[src/rtl/pipeline_regfile.sv]
// pipeline_regfile
//   Register file for the 16-bit pipelined CPU with a per-register
//   pending-write scoreboard. Decode reads operands on NUM_READ combinational
//   ports and marks destinations busy at issue; writeback commits results and
//   retires the pending entry. rd_busy feeds the decode hazard/stall logic.
//
//   Optional feature macro: PIPELINE_REGFILE_ZERO_REG_EN
//     defined   -> register 0 is hardwired to zero, never busy, never counts
//     undefined -> register 0 is an ordinary register
//
// Ports
//   clk        in   rising-edge clock
//   rst_n      in   asynchronous active-low reset
//   rd_addr    in   NUM_READ packed read addresses (port i at [i*ADDR_W +: ADDR_W])
//   rd_data    out  NUM_READ packed read data, combinational
//   rd_busy    out  per-port flag: source register has an uncommitted write
//   wr_en      in   writeback commit strobe
//   wr_addr    in   writeback destination
//   wr_data    in   writeback value
//   issue_en   in   decode issued an instruction writing issue_addr
//   issue_addr in   destination of the issued instruction
//   flush      in   clears every pending counter
//   pend_ovf   out  sticky: an issue was dropped on a saturated counter
module pipeline_regfile #(
  parameter int DATA_W   = 16,
  parameter int ADDR_W   = 3,
  parameter int NUM_READ = 2,
  parameter int PEND_W   = 2,
  parameter int BYPASS   = 1
) (
  input  logic                         clk,
  input  logic                         rst_n,
  input  logic [NUM_READ*ADDR_W-1:0]   rd_addr,
  output logic [NUM_READ*DATA_W-1:0]   rd_data,
  output logic [NUM_READ-1:0]          rd_busy,
  input  logic                         wr_en,
  input  logic [ADDR_W-1:0]            wr_addr,
  input  logic [DATA_W-1:0]            wr_data,
  input  logic                         issue_en,
  input  logic [ADDR_W-1:0]            issue_addr,
  input  logic                         flush,
  output logic                         pend_ovf
);

  localparam int NREGS = 2 ** ADDR_W;
  localparam logic [PEND_W-1:0] PEND_MAX = '1;

`ifdef PIPELINE_REGFILE_ZERO_REG_EN
  localparam bit ZERO_REG = 1'b1;
`else
  localparam bit ZERO_REG = 1'b0;
`endif

  logic [DATA_W-1:0] regs_q [NREGS];
  logic [DATA_W-1:0] regs_d [NREGS];
  logic [PEND_W-1:0] cnt_q  [NREGS];
  logic [PEND_W-1:0] cnt_d  [NREGS];
  logic              pend_ovf_q;
  logic              pend_ovf_d;

  logic wr_ok;
  logic iss_ok;
  logic same_addr;
  logic iss_sat;

  // Accesses to a hardwired zero register are dropped before they reach state.
  assign wr_ok  = wr_en    && !(ZERO_REG && (wr_addr    == '0));
  assign iss_ok = issue_en && !(ZERO_REG && (issue_addr == '0));

  // Issue and commit to one register in the same cycle cancel out, so that
  // case is neither an increment nor an overflow.
  assign same_addr = iss_ok && wr_en && (issue_addr == wr_addr);
  assign iss_sat   = iss_ok && !same_addr && (cnt_q[issue_addr] == PEND_MAX);

  always_comb begin
    for (int r = 0; r < NREGS; r++) begin
      regs_d[r] = regs_q[r];
      cnt_d[r]  = cnt_q[r];
      if (wr_ok && (wr_addr == ADDR_W'(r))) begin
        regs_d[r] = wr_data;
      end
      // Flush wins over counter updates, but not over the data commit above.
      if (flush) begin
        cnt_d[r] = '0;
      end else if (!same_addr) begin
        if (iss_ok && (issue_addr == ADDR_W'(r)) && (cnt_q[r] != PEND_MAX)) begin
          cnt_d[r] = cnt_q[r] + PEND_W'(1);
        end
        // An unscheduled commit (count 0) writes data but leaves the count at 0.
        if (wr_en && (wr_addr == ADDR_W'(r)) && (cnt_q[r] != '0)) begin
          cnt_d[r] = cnt_q[r] - PEND_W'(1);
        end
      end
    end
    pend_ovf_d = pend_ovf_q | (iss_sat && !flush);
  end

  always_ff @(posedge clk or negedge rst_n) begin
    if (!rst_n) begin
      for (int r = 0; r < NREGS; r++) begin
        regs_q[r] <= '0;
        cnt_q[r]  <= '0;
      end
      pend_ovf_q <= 1'b0;
    end else begin
      for (int r = 0; r < NREGS; r++) begin
        regs_q[r] <= regs_d[r];
        cnt_q[r]  <= cnt_d[r];
      end
      pend_ovf_q <= pend_ovf_d;
    end
  end

  assign pend_ovf = pend_ovf_q;

  // Read ports: combinational lookup with optional write-first bypass.
  // Bypass is gated by rst_n so the ports show the zeroed file during reset.
  for (genvar g = 0; g < NUM_READ; g++) begin : g_rd
    logic [ADDR_W-1:0] a;
    logic              hit;
    logic              zero;

    assign a    = rd_addr[g*ADDR_W +: ADDR_W];
    assign hit  = (BYPASS != 0) && rst_n && wr_en && (wr_addr == a);
    assign zero = ZERO_REG && (a == '0);

    assign rd_data[g*DATA_W +: DATA_W] = zero ? '0 : (hit ? wr_data : regs_q[a]);
    // The last outstanding write being committed right now is already
    // available through the bypass, so it no longer stalls decode.
    assign rd_busy[g] = !zero && (cnt_q[a] != '0) &&
                        !(hit && (cnt_q[a] == PEND_W'(1)));
  end

endmodule

[config.mk]
export PLATFORM = sky130hd
export DESIGN_NAME = pipeline_regfile
export DESIGN_NICKNAME = d
export VERILOG_FILES = /design/src/rtl/pipeline_regfile.sv
export SDC_FILE = /design/constraint.sdc
export NUM_CORES = 1
export LEC_CHECK = 0
export ABC_CLOCK_PERIOD_IN_PS = 4800
export CAP_MARGIN = 30
export CORE_ASPECT_RATIO = 0.8
export CORE_UTILIZATION = 50
export DETAILED_ROUTE_END_ITERATION = 10
export GPL_ROUTABILITY_DRIVEN = 0
export PLACE_DENSITY = 0.7
export SYNTH_ARGS = -nofsm -noshare
export SYNTH_HDL_FRONTEND = slang
export SYNTH_SLANG_ARGS = --single-unit
[constraint.sdc]
create_clock -name clk -period 4.8 [get_ports clk]
set_input_delay 0.96 -clock clk [delete_from_list [all_inputs] [get_ports clk]]
set_output_delay 0.96 -clock clk [all_outputs]
set_load 0.05 [all_outputs]
Yosys cells after proc, flatten, opt, wreduce, memory -nomap -nowiden --
Cells that the tools add are included.
Cells by class: muxes and demuxes 49, reductions and logical operators 76, bitwise logic cells 4, magnitude comparators 3, eq/ne operators 29, add/sub/neg operators 16
Operators by type and width (number):
- binary-select mux 16 bit (select 3 bit) | 2
- two-way mux 16 bit | 6
- two-way mux 2 bit | 38
- logical AND 1 bit | 44
- == test 3 bit (second input constant) | 8
- nonzero test 3 bit | 8
- nonzero test 2 bit | 10
- binary-select mux 2 bit (select 3 bit) | 3
- != test 2 bit (second input constant) | 9
- adder 2 x 1 -> 2 bit (second input constant) | 8
- AND reduction 2 bit | 8
- subtractor 2 x 1 -> 2 bit (second input constant) | 8
- == test 3 x 2 -> 1 bit (second input constant) | 4
- >= comparator 4 bit (second input constant) | 3
- NOT 3 -> 4 bit | 3
- == test 3 bit | 3
- == test 3 x 1 -> 1 bit (second input constant) | 2
- logical NOT 3 bit | 2
- == test 2 x 1 -> 1 bit (second input constant) | 2
- logical NOT 1 bit | 4
- == test 2 bit (second input constant) | 1
- bitwise OR 1 bit | 1
Storage, ports and cells: word-level logic and storage cells 194, output and inout bits 35, flip-flop bits (word level) 145, bits of input ports 33

Depth between registers and ports, before layout --
Gate-level depths: netlist of the first run.
depth after elaboration 8, depth in mapped cells 7, mapped depth without buffers 4

Least setup slack after synthesis of the first run --
Ideal clock, no wire load.
path type input port to output port, start input port rd_addr[1], end output port rd_data[10], buffers on the path 2, data required time 3.840 ns, stages on the path 5, data arrival time 2.920 ns, setup slack 0.920 ns, cell sequence buf_2 > clkbuf_1 > mux4_2 > mux2i_1 > o21ai_0
On the way: word-level cells in the longest chain between the ends 5, elaborated cells on any way between the ends 7, those cells by class eq/ne (1); mux (4); bitwise (1); reduce/logical (1)
Ends and longest elaborated chain:
- start: declaration | line 33 | input logic [NUM_READ*ADDR_W-1:0] rd_addr,
- NOT 3 -> 4 bit (not written as such) | line 127 | assign rd_data[g*DATA_W +: DATA_W] = zero ? '0 : (hit ? wr_data : regs_q[a]);
- binary-select mux 16 bit (select 3 bit) | line 127
- two-way mux 16 bit (not written as such) (2 in a row) | line 127
- two-way mux 16 bit (*) | line 127
- end: declaration | line 34 | output logic [NUM_READ*DATA_W-1:0] rd_data,
Every way passes the cells marked *; elsewhere a longest branch is shown, timed or not. The select of a mux whose other input is x is not followed.

Worst setup path in the final report of the first run --
start input port wr_addr[2], end output port rd_busy[1]
On the way: word-level cells in the longest chain between the ends 5
Ends and longest elaborated chain:
- start: declaration | line 37 | input logic [ADDR_W-1:0] wr_addr,
- == test 3 bit | line 124 | assign hit = (BYPASS != 0) && rst_n && wr_en && (wr_addr == a);
- logical AND 1 bit | line 124
- logical AND 1 bit | line 131 | !(hit && (cnt_q[a] == PEND_W'(1)));
- logical NOT 1 bit | line 131
- logical AND 1 bit | line 130 | assign rd_busy[g] = !zero && (cnt_q[a] != '0) &&
- end: declaration | line 35 | output logic [NUM_READ-1:0] rd_busy,
No other way between the ends.

==> qor_table.md, run 1 <==
| Parameter | Value | Unit |
|---|---|---|
| Outcome | completed | - |
| Critical Path Start Type | primary input | - |
| Diodes inserted | 0 | - |
| Net switching power | 1436 | uW |
| Unrepaired setup endpoints after global routing | no | - |
| Net switching share of the total power | 31.72 | % |
| Drt first pass iters | 5 | - |
| Critical Path Max Stage Delay | 0.81 | ns |
| Combined area of the multi-input logic cells | 4581 | um^2 |
| Most used DFF post-synth | sky130_fd_sc_hd__dfrtp_1 | - |
| Quantity of gates resized following cts | 0 | - |
| Part of the cycle the worst path needs | 87.82 | % |
| Worst Path Buf+Inv | 2 | - |
| Standard cell with the maximum stage delay on the critical path | sky130_fd_sc_hd__clkdlybuf4s50_1 | - |
| Layout area overhead | 20.31 | % |
| Maximum net fanout on the critical path | 15 | - |
| Clock sinks | 145 | - |
| Number of buffers created by CTS | 17 | - |
| Worst hold slack | 0.4048 | ns |
| Maximum clock frequency | 0.2372 | GHz |
| Drt initial violations | 592 | - |
| PwrDens | 440.0 | nW/um^2 |
| Combined area of all synthesized cells | 8551 | um^2 |
| Initial Utilization | 51.33 | % |
| Worst EP arrival | 3.26 | ns |
| Synthesized area divided by synthesized cell count | 11.02 | um^2 |
| Peak supply drop | 276.0 | uV |
| Sequential standard cell area | 3628 | um^2 |
| Wirelength per Cell | 23.30 | um |
| Static Leakage | 0.004371 | uW |
| Number of unique standard cell types used by synthesis | 40 | - |
| Cell Chain, Critical Path | clkdlybuf4s50_1 -> xor2_1 -> or4_1 -> a211oi_1 -> a21oi_1 -> buf_4 | - |
| Fill cell instance count of the final layout | 1242 | - |
| Count of final setup violators | 0 | - |
| Top cell family by delay on the critical path | buffers and inverters | - |
| Setup TNS Final | 0 | ns |
| Fraction of post-synthesis cell area in the top cell type by area | 42.43 | % |
| Post-synthesis register bit count | 145 | - |
| Number of vias in the routed layout | 6614 | - |
| # DRC | 0 | - |
| Max-capacitance violation count | 0 | - |
| Cell types occupying the most area after synthesis | sky130_fd_sc_hd__dfrtp_1, sky130_fd_sc_hd__mux4_2, sky130_fd_sc_hd__nand2_1 | - |
| Ratio of cells with drive above 1 in the final layout | 29.34 | % |
| Number of antenna violations at the first check in global routing | 0 | - |
| Core Rows | 42 | - |
| Total overflow reported by the global router | 0 | - |
| Required time reported for the critical path endpoint | 3.84 | ns |
| Post-detailed-routing wire length | 24.18 | mm |
| Number of buffers added to fix hold violations after cts | 0 | - |
| Layout Nets | 838 | - |
| Sequential share of power | 35.7 | % |
| First-pass GRT wire length | 37.52 | mm |
| Clock network fraction of design power | 32.7 | % |
| Die span in x | 148.2 | um |
| Die H | 119.0 | um |
| Post-detail-place hpwl | 15.38 | mm |
| Final critical-path required period | 4.215 | ns |
| Area leader, netlist | sky130_fd_sc_hd__dfrtp_1 | - |
| Area of all placed cells without fillers | 10290 | um^2 |
| Number of standard cells in the final layout excluding fillers | 1038 | - |
| Path class of the lowest-slack min-delay path | in2async | - |
| Placed cell area | 9635 | um^2 |
| List of most frequent post-synthesis cells | sky130_fd_sc_hd__nand2_1, sky130_fd_sc_hd__dfrtp_1, sky130_fd_sc_hd__mux4_2, sky130_fd_sc_hd__mux2_2, sky130_fd_sc_hd__o21ai_0 | - |
| Detailed-route vias per instance | 6.372 | - |
| CTS tree | yes | - |
| Pins Over Slew Limit | 0 | - |
| Kind of capture point of the worst setup path | output pin | - |
| Number of ports placed on the die boundary | 68 | - |
| Core region area | 16660 | um^2 |
| Worst-case clock buffer depth | 2 | - |
| Slew HR | 24.38 | % |
| Cell with the most instances after synthesis | sky130_fd_sc_hd__nand2_1 | - |
| Hold violation count in the final report | 0 | - |
| Number of setup buffers added after CTS | 0 | - |
| Clock edge transition at the registers on the reported setup and hold paths | 0.07 | ns |
| Cells after DPL | 1006 | - |
| Final Core Density | 61.75 | % |
| Crit Path Class | in2out | - |
| Total GRT Usage | 28.79 | % |
| Instance count of the mapped netlist | 776 | - |
| Root buffer selected by CTS | sky130_fd_sc_hd__clkbuf_16 | - |
| Worst-Margin Slew | 1.126 | ns |
| Clock latency at the later pin of the worst-skew pair | 0.43 | ns |
| Asr flop ratio synth | 100.0 | % |
| Net count of the mapped netlist | 809 | - |
| Number of synthesis warnings | 0 | - |
| EDFF count, synth | 0 | - |
| Sequential share of the synthesized area | 42.43 | % |
| Number of buffer cells added on primary ports | 67 | - |
| H-tree levels | 4 | - |
| Share of total power in combinational logic | 31.6 | % |
| Maximum number of pins on one net before global-route repair | 58 | - |
| Setup clock skew after layout | 0.004909 | ns |
| Die footprint | 17630 | um^2 |
| Antenna-violating nets left | 0 | - |
| Via count of the first global-routing pass | 6632 | - |
| Cell internal power dissipation | 3091 | uW |
[state kept, by name (all words and copies together), names as in the netlist]
register	cells
regs_q	128
cnt_q	16
pend_ovf	1
[metrics by stage]
step | total power (uW) | setup slack [ns]
floorplan | 2447 | 0.9199
global placement | 2993 | 0.7339
detailed placement | 3056 | 0.6374
CTS | 4530 | 0.6379
global route | 4676 | 0.5205
finish | 4526 | 0.5848
[path summary, 6_finish.rpt]
path / start / to / slack [ns] / depth (start not counted)
hold / removal: rst_n / regs_q[1]$_DFFE_PN0P_ / 0.40 / 1
setup reg to reg: cnt_q[8]$_DFFE_PN0P_ / pend_ovf$_DFF_PN0_ / 3.37 / 4
setup / recovery: wr_addr[2] / rd_busy[1] / 0.58 / 6
min in group clk: regs_q[75]$_DFFE_PN0P_ / regs_q[75]$_DFFE_PN0P_ / 0.49 / 2
max in group asynchronous: rst_n / regs_q[86]$_DFFE_PN0P_ / 3.30 / 2
hold reg to reg: regs_q[75]$_DFFE_PN0P_ / regs_q[75]$_DFFE_PN0P_ / 0.49 / 2
[cells in the final DEF, fill, tap and decap left out, drive strengths merged, types with 3 or more instances in the layout]
cell | Yosys | final
mux2 | 65 | 65
nand4 | 3 | 3
o21ai | 48 | 48
clkinvlp | 0 | 3
xor2 | 9 | 9
dfrtp | 145 | 145
clkbuf | 35 | 19
nand2 | 240 | 240
and4bb | 3 | 3
or3 | 6 | 6
or2 | 4 | 4
buf | 41 | 58
a31oi | 11 | 11
mux2i | 32 | 32
nor2b | 4 | 4
nand4b | 3 | 3
and4b | 3 | 3
a32oi | 6 | 6
clkdlybuf4s50 | 0 | 28
clkinv | 0 | 4
mux4 | 73 | 73
nor4 | 3 | 3
bufinv | 0 | 5
a21oi | 20 | 20
[layout make-up]
cell class                      count  share of cell area, %
Tap cell                          220                  2.676
Clock inverter                     13                  2.031
Multi-Input combinational cell    554                  44.53
Sequential cell                   145                  35.27
Timing Repair Buffer               86                  11.15
Inverter                            1                0.03649
Clock buffer                       19                  4.306
[metal layers]
| metal | wire length, um | track usage (%) | up-vias |
|---|---|---|---|
| met5 | 0 | 0 | - |
| met4 | 759 | 13.14 | 0 |
| met3 | 1923 | 7.126 | 68 |
| met2 | 11920 | 46.30 | 340 |
| met1 | 9581 | 36.88 | 3359 |
| li1 | - | - | 2847 |
[power by group through the flow]
stage          combinational [uW]  sequential, uW  clock [uW]
2_1_floorplan                 874            1570           0
3_3_place_gp                 1400            1600           0
3_5_place_dp                 1430            1630           0
4_1_cts                      1430            1610        1490
5_1_grt                      1500            1640        1540
6_report                     1430            1620        1480
[cell families (layout without fill, tap and decap cells)]
family / Yosys count / count (layout) / synth area share, %
compound gates: 97 / 97 / 6.614
mux: 170 / 170 / 31.53
xor+xnor: 9 / 9 / 0.9219
flops: 145 / 145 / 42.43
simple gates: 278 / 278 / 14.30
buf+inv: 77 / 119 / 4.200
Power figures use the tool's default switching activity.
==> inputs of run 2 (changes only) <==
--- a/config.mk
+++ b/config.mk
@@ -9,8 +9,10 @@
 export CAP_MARGIN = 30
 export CORE_ASPECT_RATIO = 0.8
 export CORE_UTILIZATION = 50
+export CTS_CLUSTER_SIZE = 14
 export DETAILED_ROUTE_END_ITERATION = 10
 export GPL_ROUTABILITY_DRIVEN = 0
+export MAX_ROUTING_LAYER = met4
 export PLACE_DENSITY = 0.7
 export SYNTH_ARGS = -nofsm -noshare
 export SYNTH_HDL_FRONTEND = slang
==> qor_table.md, run 2 (synthesized netlist as in run 1, its figures left out) <==
| Parameter | Value | Unit | vs previous |
|---|---|---|---|
| Core region area | 16660 | um^2 | unchanged |
| Number of standard cells in the final layout excluding fillers | 1038 | - | unchanged |
| Number of vias in the routed layout | 6582 | - | -0.48% |
| Final critical-path required period | 4.230 | ns | +0.01530 ns |
| Number of ports placed on the die boundary | 68 | - | unchanged |
| Diodes inserted | 0 | - | unchanged |
| Ratio of cells with drive above 1 in the final layout | 29.34 | % | unchanged |
| Root buffer selected by CTS | sky130_fd_sc_hd__clkbuf_16 | - |  |
| Worst EP arrival | 3.27 | ns | about the same |
| Count of final setup violators | 0 | - | unchanged |
| Path class of the lowest-slack min-delay path | in2async | - |  |
| Clock latency at the later pin of the worst-skew pair | 0.43 | ns | about the same |
| Die footprint | 17630 | um^2 | unchanged |
| CTS tree | yes | - |  |
| Layout area overhead | 20.31 | % | unchanged |
| Number of buffer cells added on primary ports | 67 | - | unchanged |
| Setup clock skew after layout | 0.003282 | ns | -0.001627 ns |
| Number of buffers added to fix hold violations after cts | 0 | - | unchanged |
| Max reg flops | 128 | - | unchanged |
| Core Rows | 42 | - | unchanged |
| Antenna-violating nets left | 0 | - | unchanged |
| Cells after DPL | 1006 | - | unchanged |
| Drt first pass iters | 6 | - | +1 |
| Max-capacitance violation count | 0 | - | unchanged |
| First element of the critical path | wr_addr[2] | - |  |
| Post-detailed-routing wire length | 24.21 | mm | +0.13% |
| Wirelength per Cell | 23.33 | um | +0.13% |
| Die H | 119.0 | um | unchanged |
| Clock sinks | 145 | - | unchanged |
| Clock edge transition at the registers on the reported setup and hold paths | 0.07 | ns | about the same |
| Number of buffers created by CTS | 17 | - | unchanged |
| Maximum net fanout on the critical path | 15 | - | unchanged |
| Unrepaired setup endpoints after global routing | no | - |  |
| PwrDens | 440.0 | nW/um^2 | about the same |
| Worst-case clock buffer depth | 2 | - | unchanged |
| Critical Path Start Type | primary input | - |  |
| Worst-Margin Slew | 1.147 | ns | +0.02092 ns |
| Layout Nets | 838 | - | unchanged |
| Number of antenna violations at the first check in global routing | 0 | - | unchanged |
| Leading cell types in the layout, fill and taps excluded | sky130_fd_sc_hd__nand2_1, sky130_fd_sc_hd__dfrtp_1, sky130_fd_sc_hd__mux4_2, sky130_fd_sc_hd__mux2_2, sky130_fd_sc_hd__o21ai_0 | - |  |
| Maximum number of pins on one net before global-route repair | 58 | - | unchanged |
| Slew HR | 22.97 | % | -1.4 points |
| Total overflow reported by the global router | 0 | - | unchanged |
| Required time reported for the critical path endpoint | 3.84 | ns | about the same |
| Maximum clock frequency | 0.2364 | GHz | -0.36% |
| Detailed-route vias per instance | 6.341 | - | -0.48% |
| Total GRT Usage | 29.69 | % | +0.89 points |
| Worst hold slack | 0.4066 | ns | +0.001815 ns |
| H-tree levels | 4 | - | unchanged |
| Hold violation count in the final report | 0 | - | unchanged |
| Peak supply drop | 275.5 | uV | -0.21% |
| First-pass GRT wire length | 37.53 | mm | about the same |
| Via count of the first global-routing pass | 6643 | - | +0.17% |
| Initial Utilization | 51.33 | % | unchanged |
| Static Leakage | 0.004371 | uW | unchanged |
| Most common cell after layout, fill and taps aside | sky130_fd_sc_hd__nand2_1 | - |  |
| Post-detail-place hpwl | 15.38 | mm | unchanged |
| Drt initial violations | 538 | - | -9.1% |
| Part of the cycle the worst path needs | 88.14 | % | +0.32 points |
| Register bank with the most flops | regs_q | - |  |
| Crit Path Class | in2out | - |  |
| Kind of capture point of the worst setup path | output pin | - |  |
| Outcome | completed | - |  |
| Final Core Density | 61.75 | % | unchanged |
| Quantity of gates resized following cts | 0 | - | unchanged |
| Number of setup buffers added after CTS | 0 | - | unchanged |
| # DRC | 0 | - | unchanged |
| Pins Over Slew Limit | 0 | - | unchanged |
| Setup TNS Final | 0 | ns | unchanged |
| Critical R2R Launch | cnt_q[8]$_DFFE_PN0P_ | - |  |
| Die span in x | 148.2 | um | unchanged |
==> run 2: cell counts in the layout (fill, tap and decap cells not counted) <==
Identical to the previous run, type by type.
==> run 2: path summary, 6_finish.rpt <==
kind                                          end  slack [ns]  cells past startpoint
setup / recovery                       rd_busy[1]        0.57                      6
hold / removal              regs_q[1]$_DFFE_PN0P_        0.41                      1
setup reg to reg               pend_ovf$_DFF_PN0_        3.39                      4
hold reg to reg            regs_q[75]$_DFFE_PN0P_        0.49                      2
max in group asynchronous   regs_q[6]$_DFFE_PN0P_        3.30                      2
min in group clk           regs_q[75]$_DFFE_PN0P_        0.49                      2
==> run 2: routing by layer <==
layer  share of wire (%)  GRT usage, %  up-vias
met4                 2.7         13.14        0
met1                  40         36.93     3363
met3                 7.9         7.241       56
met2                  50         46.27      312
li1                    -             -     2851
met5                   0             -        -
==> run 2: per-stage QoR <==
step,instance area [um^2],worst slack [ns],total power (uW)
2_1_floorplan,8551,0.9199,2447
3_3_place_gp,9635,0.7339,2993
3_5_place_dp,9635,0.6374,3056
4_1_cts,10290,0.6379,4530
5_1_grt,10290,0.5205,4676
6_report,10290,0.5695,4527
==> run 2: power by group <==
| group | switching [uW] | internal [uW] |
|---|---|---|
| Combinational | 722 | 707 |
| Clock | 544 | 937 |
| Sequential | 170 | 1450 |
| Total | 1440 | 3090 |
==> run 2: worst max-delay path: stages <==
cell and delay, ns:
sky130_fd_sc_hd__clkdlybuf4s50_1 0.81, sky130_fd_sc_hd__xor2_1 0.22, sky130_fd_sc_hd__or4_1 0.63, sky130_fd_sc_hd__a211oi_1 0.33
sky130_fd_sc_hd__a21oi_1 0.10, sky130_fd_sc_hd__buf_4 0.22
==> run 2: layout make-up <==
type	count	area [um^2]
Multi-Input combinational cell	554	4581
Sequential cell	145	3628
Fill cell	1242	6371
Timing Repair Buffer	86	1147
Inverter	1	3.754
Clock buffer	19	442.9
Tap cell	220	275.3
Clock inverter	13	209.0
==> inputs of run 3 (changes only) <==
--- a/config.mk
+++ b/config.mk
@@ -8,6 +8,7 @@
 export ABC_CLOCK_PERIOD_IN_PS = 4800
 export CAP_MARGIN = 30
 export CORE_ASPECT_RATIO = 0.8
+export CORE_MARGIN = 5
 export CORE_UTILIZATION = 50
 export CTS_CLUSTER_SIZE = 14
 export DETAILED_ROUTE_END_ITERATION = 10
==> qor_table.md, run 3 (synthesized netlist as in run 1, its figures left out) <==
| Parameter | Value | Unit | vs previous |
|---|---|---|---|
| Outcome | completed | - |  |
| CTS tree | yes | - |  |
| Layout area overhead | 20.49 | % |  |
| Via count of the first global-routing pass | 6917 | - | +4.1% |
| Count of final setup violators | 0 | - | unchanged |
| Final critical-path required period | 4.128 | ns | -0.1024 ns |
| Post-detail-place hpwl | 16.75 | mm | +8.9% |
| Sequential share of power | 36.8 | % | +1.1 points |
| Initial Utilization | 51.33 | % | unchanged |
| Clock latency at the later pin of the worst-skew pair | 0.43 | ns | about the same |
| Number of ports placed on the die boundary | 68 | - | unchanged |
| Detailed-route vias per instance | 6.440 | - | +1.6% |
| Number of antenna violations at the first check in global routing | 0 | - | unchanged |
| Required time reported for the critical path endpoint | 3.84 | ns | about the same |
| Quantity of gates resized following cts | 0 | - | unchanged |
| Clock sinks | 145 | - | unchanged |
| Static Leakage | 0.004383 | uW | +0.27% |
| Path class of the lowest-slack min-delay path | reg2reg | - |  |
| Die H | 127.0 | um | +6.7% |
| Fill cell instance count of the final layout | 1253 | - | +0.89% |
| Worst-Margin Slew | 0.8960 | ns | -0.2508 ns |
| Fin worst setup slack | 0.6719 | ns | +0.1024 ns |
| Crit Path Class | in2out | - |  |
| Most common cell after layout, fill and taps aside | sky130_fd_sc_hd__nand2_1 | - |  |
| Number of setup buffers added after CTS | 0 | - | unchanged |
| Drt first pass iters | 5 | - | -1 |
| Maximum number of pins on one net before global-route repair | 66 | - | +14% |
| Number of cell instances on the worst register-to-register path | 4 | - | unchanged |
| Max-capacitance violation count | 0 | - | unchanged |
| Net switching share of the total power | 33.29 | % | +1.6 points |
| Peak supply drop | 254.1 | uV | -7.7% |
| Die span in x | 156.2 | um | +5.4% |
| Register bank with the most flops | regs_q | - |  |
| Setup clock skew after layout | 0.006463 | ns | +0.003181 ns |
| Root buffer selected by CTS | sky130_fd_sc_hd__clkbuf_16 | - |  |
| Cell internal power dissipation | 2942 | uW | -4.8% |
| Endpoint of the worst hold-timing path | pend_ovf$_DFF_PN0_ | - |  |
| Core region area | 16660 | um^2 | unchanged |
| Total overflow reported by the global router | 0 | - | unchanged |
| PwrDens | 428.1 | nW/um^2 | -2.7% |
| Die footprint | 19830 | um^2 | +12% |
| Hold Path Cell Cnt | 1 | - |  |
| Setup TNS Final | 0 | ns | unchanged |
| Pre-CTS WS | 0.6828 | ns | +0.04538 ns |
| Critical Path Start Type | primary input | - |  |
| Antenna-violating nets left | 0 | - | unchanged |
| Number of buffers created by CTS | 17 | - | unchanged |
| Clock edge transition at the registers on the reported setup and hold paths | 0.06 | ns | about the same |
| Maximum clock frequency | 0.2422 | GHz | +2.5% |
| Maximum net fanout on the critical path | 15 | - | unchanged |
| Final Core Density | 61.84 | % | +0.090 points |
| Number of buffers added to fix hold violations after cts | 0 | - | unchanged |
| Net switching power | 1468 | uW | +2.2% |
| Drt initial violations | 573 | - | +6.5% |
| Core Rows | 42 | - | unchanged |
| Worst EP arrival | 3.17 | ns | -0.10 ns |
| H-tree levels | 4 | - | unchanged |
| Startpoint of the lowest-slack hold path | pend_ovf$_DFF_PN0_ | - |  |
| Terminus of the critical flop-to-flop path | pend_ovf$_DFF_PN0_ | - |  |
| Kind of capture point of the worst setup path | output pin | - |  |
| Layout Nets | 846 | - | +0.95% |
| Wirelength per Cell | 24.51 | um | +5.1% |
| Max reg flops | 128 | - | unchanged |
| Hold violation count in the final report | 0 | - | unchanged |
| Ratio of cells with drive above 1 in the final layout | 30.15 | % | +0.81 points |
| Diodes inserted | 0 | - | unchanged |
| Leading cell types in the layout, fill and taps excluded | sky130_fd_sc_hd__nand2_1, sky130_fd_sc_hd__dfrtp_1, sky130_fd_sc_hd__mux4_2, sky130_fd_sc_hd__mux2_2, sky130_fd_sc_hd__o21ai_0 | - |  |
| Number of buffer cells added on primary ports | 67 | - | unchanged |
| Reg-to-reg setup timing slack | 3.42 | ns | +0.03 ns |
| Part of the cycle the worst path needs | 86.00 | % | -2.1 points |
| # DRC | 0 | - | unchanged |
| Unrepaired setup endpoints after global routing | no | - |  |
| Total GRT Usage | 27.88 | % | -1.8 points |
| Post-detailed-routing wire length | 25.64 | mm | +5.9% |
| Number of vias in the routed layout | 6736 | - | +2.3% |
| Critical R2R Launch | cnt_q[10]$_DFFE_PN0P_ | - |  |
| Slew HR | 40.01 | % | +17 points |
| Share of total power in combinational logic | 32.8 | % | +1.2 points |
| First-pass GRT wire length | 40.94 | mm | +9.1% |
| Pins Over Slew Limit | 0 | - | unchanged |
| Worst-case clock buffer depth | 2 | - | unchanged |
| Clock network fraction of design power | 30.4 | % | -2.3 points |
==> run 3: power by group through the flow <==
stage	sequential [uW]	clock, uW	combinational [uW]
2_1_floorplan	1570	0	874
3_3_place_gp	1600	0	1410
3_5_place_dp	1640	0	1440
4_1_cts	1620	1350	1450
5_1_grt	1650	1410	1520
6_report	1620	1340	1440
==> run 3: final cells by class <==
cell class,instances,area [um^2],area share (%)
inverter,1,3.754,0.03643
timing repair buffer,94,1219,11.83
clock buffer,18,439.2,4.263
clock inverter,14,156.4,1.518
tap,220,275.3,2.672
multi-input combinational,554,4581,44.46
sequential,145,3628,35.22
==> run 3: per-stage QoR <==
step	instance area (um^2)	hold slack [ns]	total power (uW)	instances
6_report	10300	0.4969	4410	1046
2_1_floorplan	8551	0.4571	2447	776
3_3_place_gp	9668	0.4595	3007	1012
3_5_place_dp	9696	0.4700	3080	1013
4_1_cts	10290	0.4931	4419	1045
5_1_grt	10300	0.5187	4582	1046
==> run 3: worst max-delay path by stage <==
stage / cells past startpoint / start / to
final: 6 / wr_addr[2] / rd_busy[1]
after global routing: 7 / wr_addr[2] / rd_data[12]
after CTS: 7 / wr_addr[2] / rd_data[15]
after detailed placement: 7 / wr_addr[2] / rd_data[15]
after global placement: 7 / wr_addr[2] / rd_data[15]
after floorplan: 5 / rd_addr[1] / rd_data[10]
==> run 3: per-layer routing <==
layer	wire, um	part of all wire (%)	global-route usage (%)	vias up
met5	0	0	-	-
met4	628	2.4	8.316	0
met3	1844	7.2	4.222	60
met2	12930	50	44.69	316
met1	10230	40	37.28	3499
li1	-	-	-	2861
==> run 3: worst max-delay path, stage by stage <==
cell and delay, ns:
sky130_fd_sc_hd__clkdlybuf4s50_1 0.81, sky130_fd_sc_hd__xor2_1 0.21, sky130_fd_sc_hd__or4_1 0.60, sky130_fd_sc_hd__a211oi_1 0.26
sky130_fd_sc_hd__a21oi_1 0.10, sky130_fd_sc_hd__buf_4 0.22
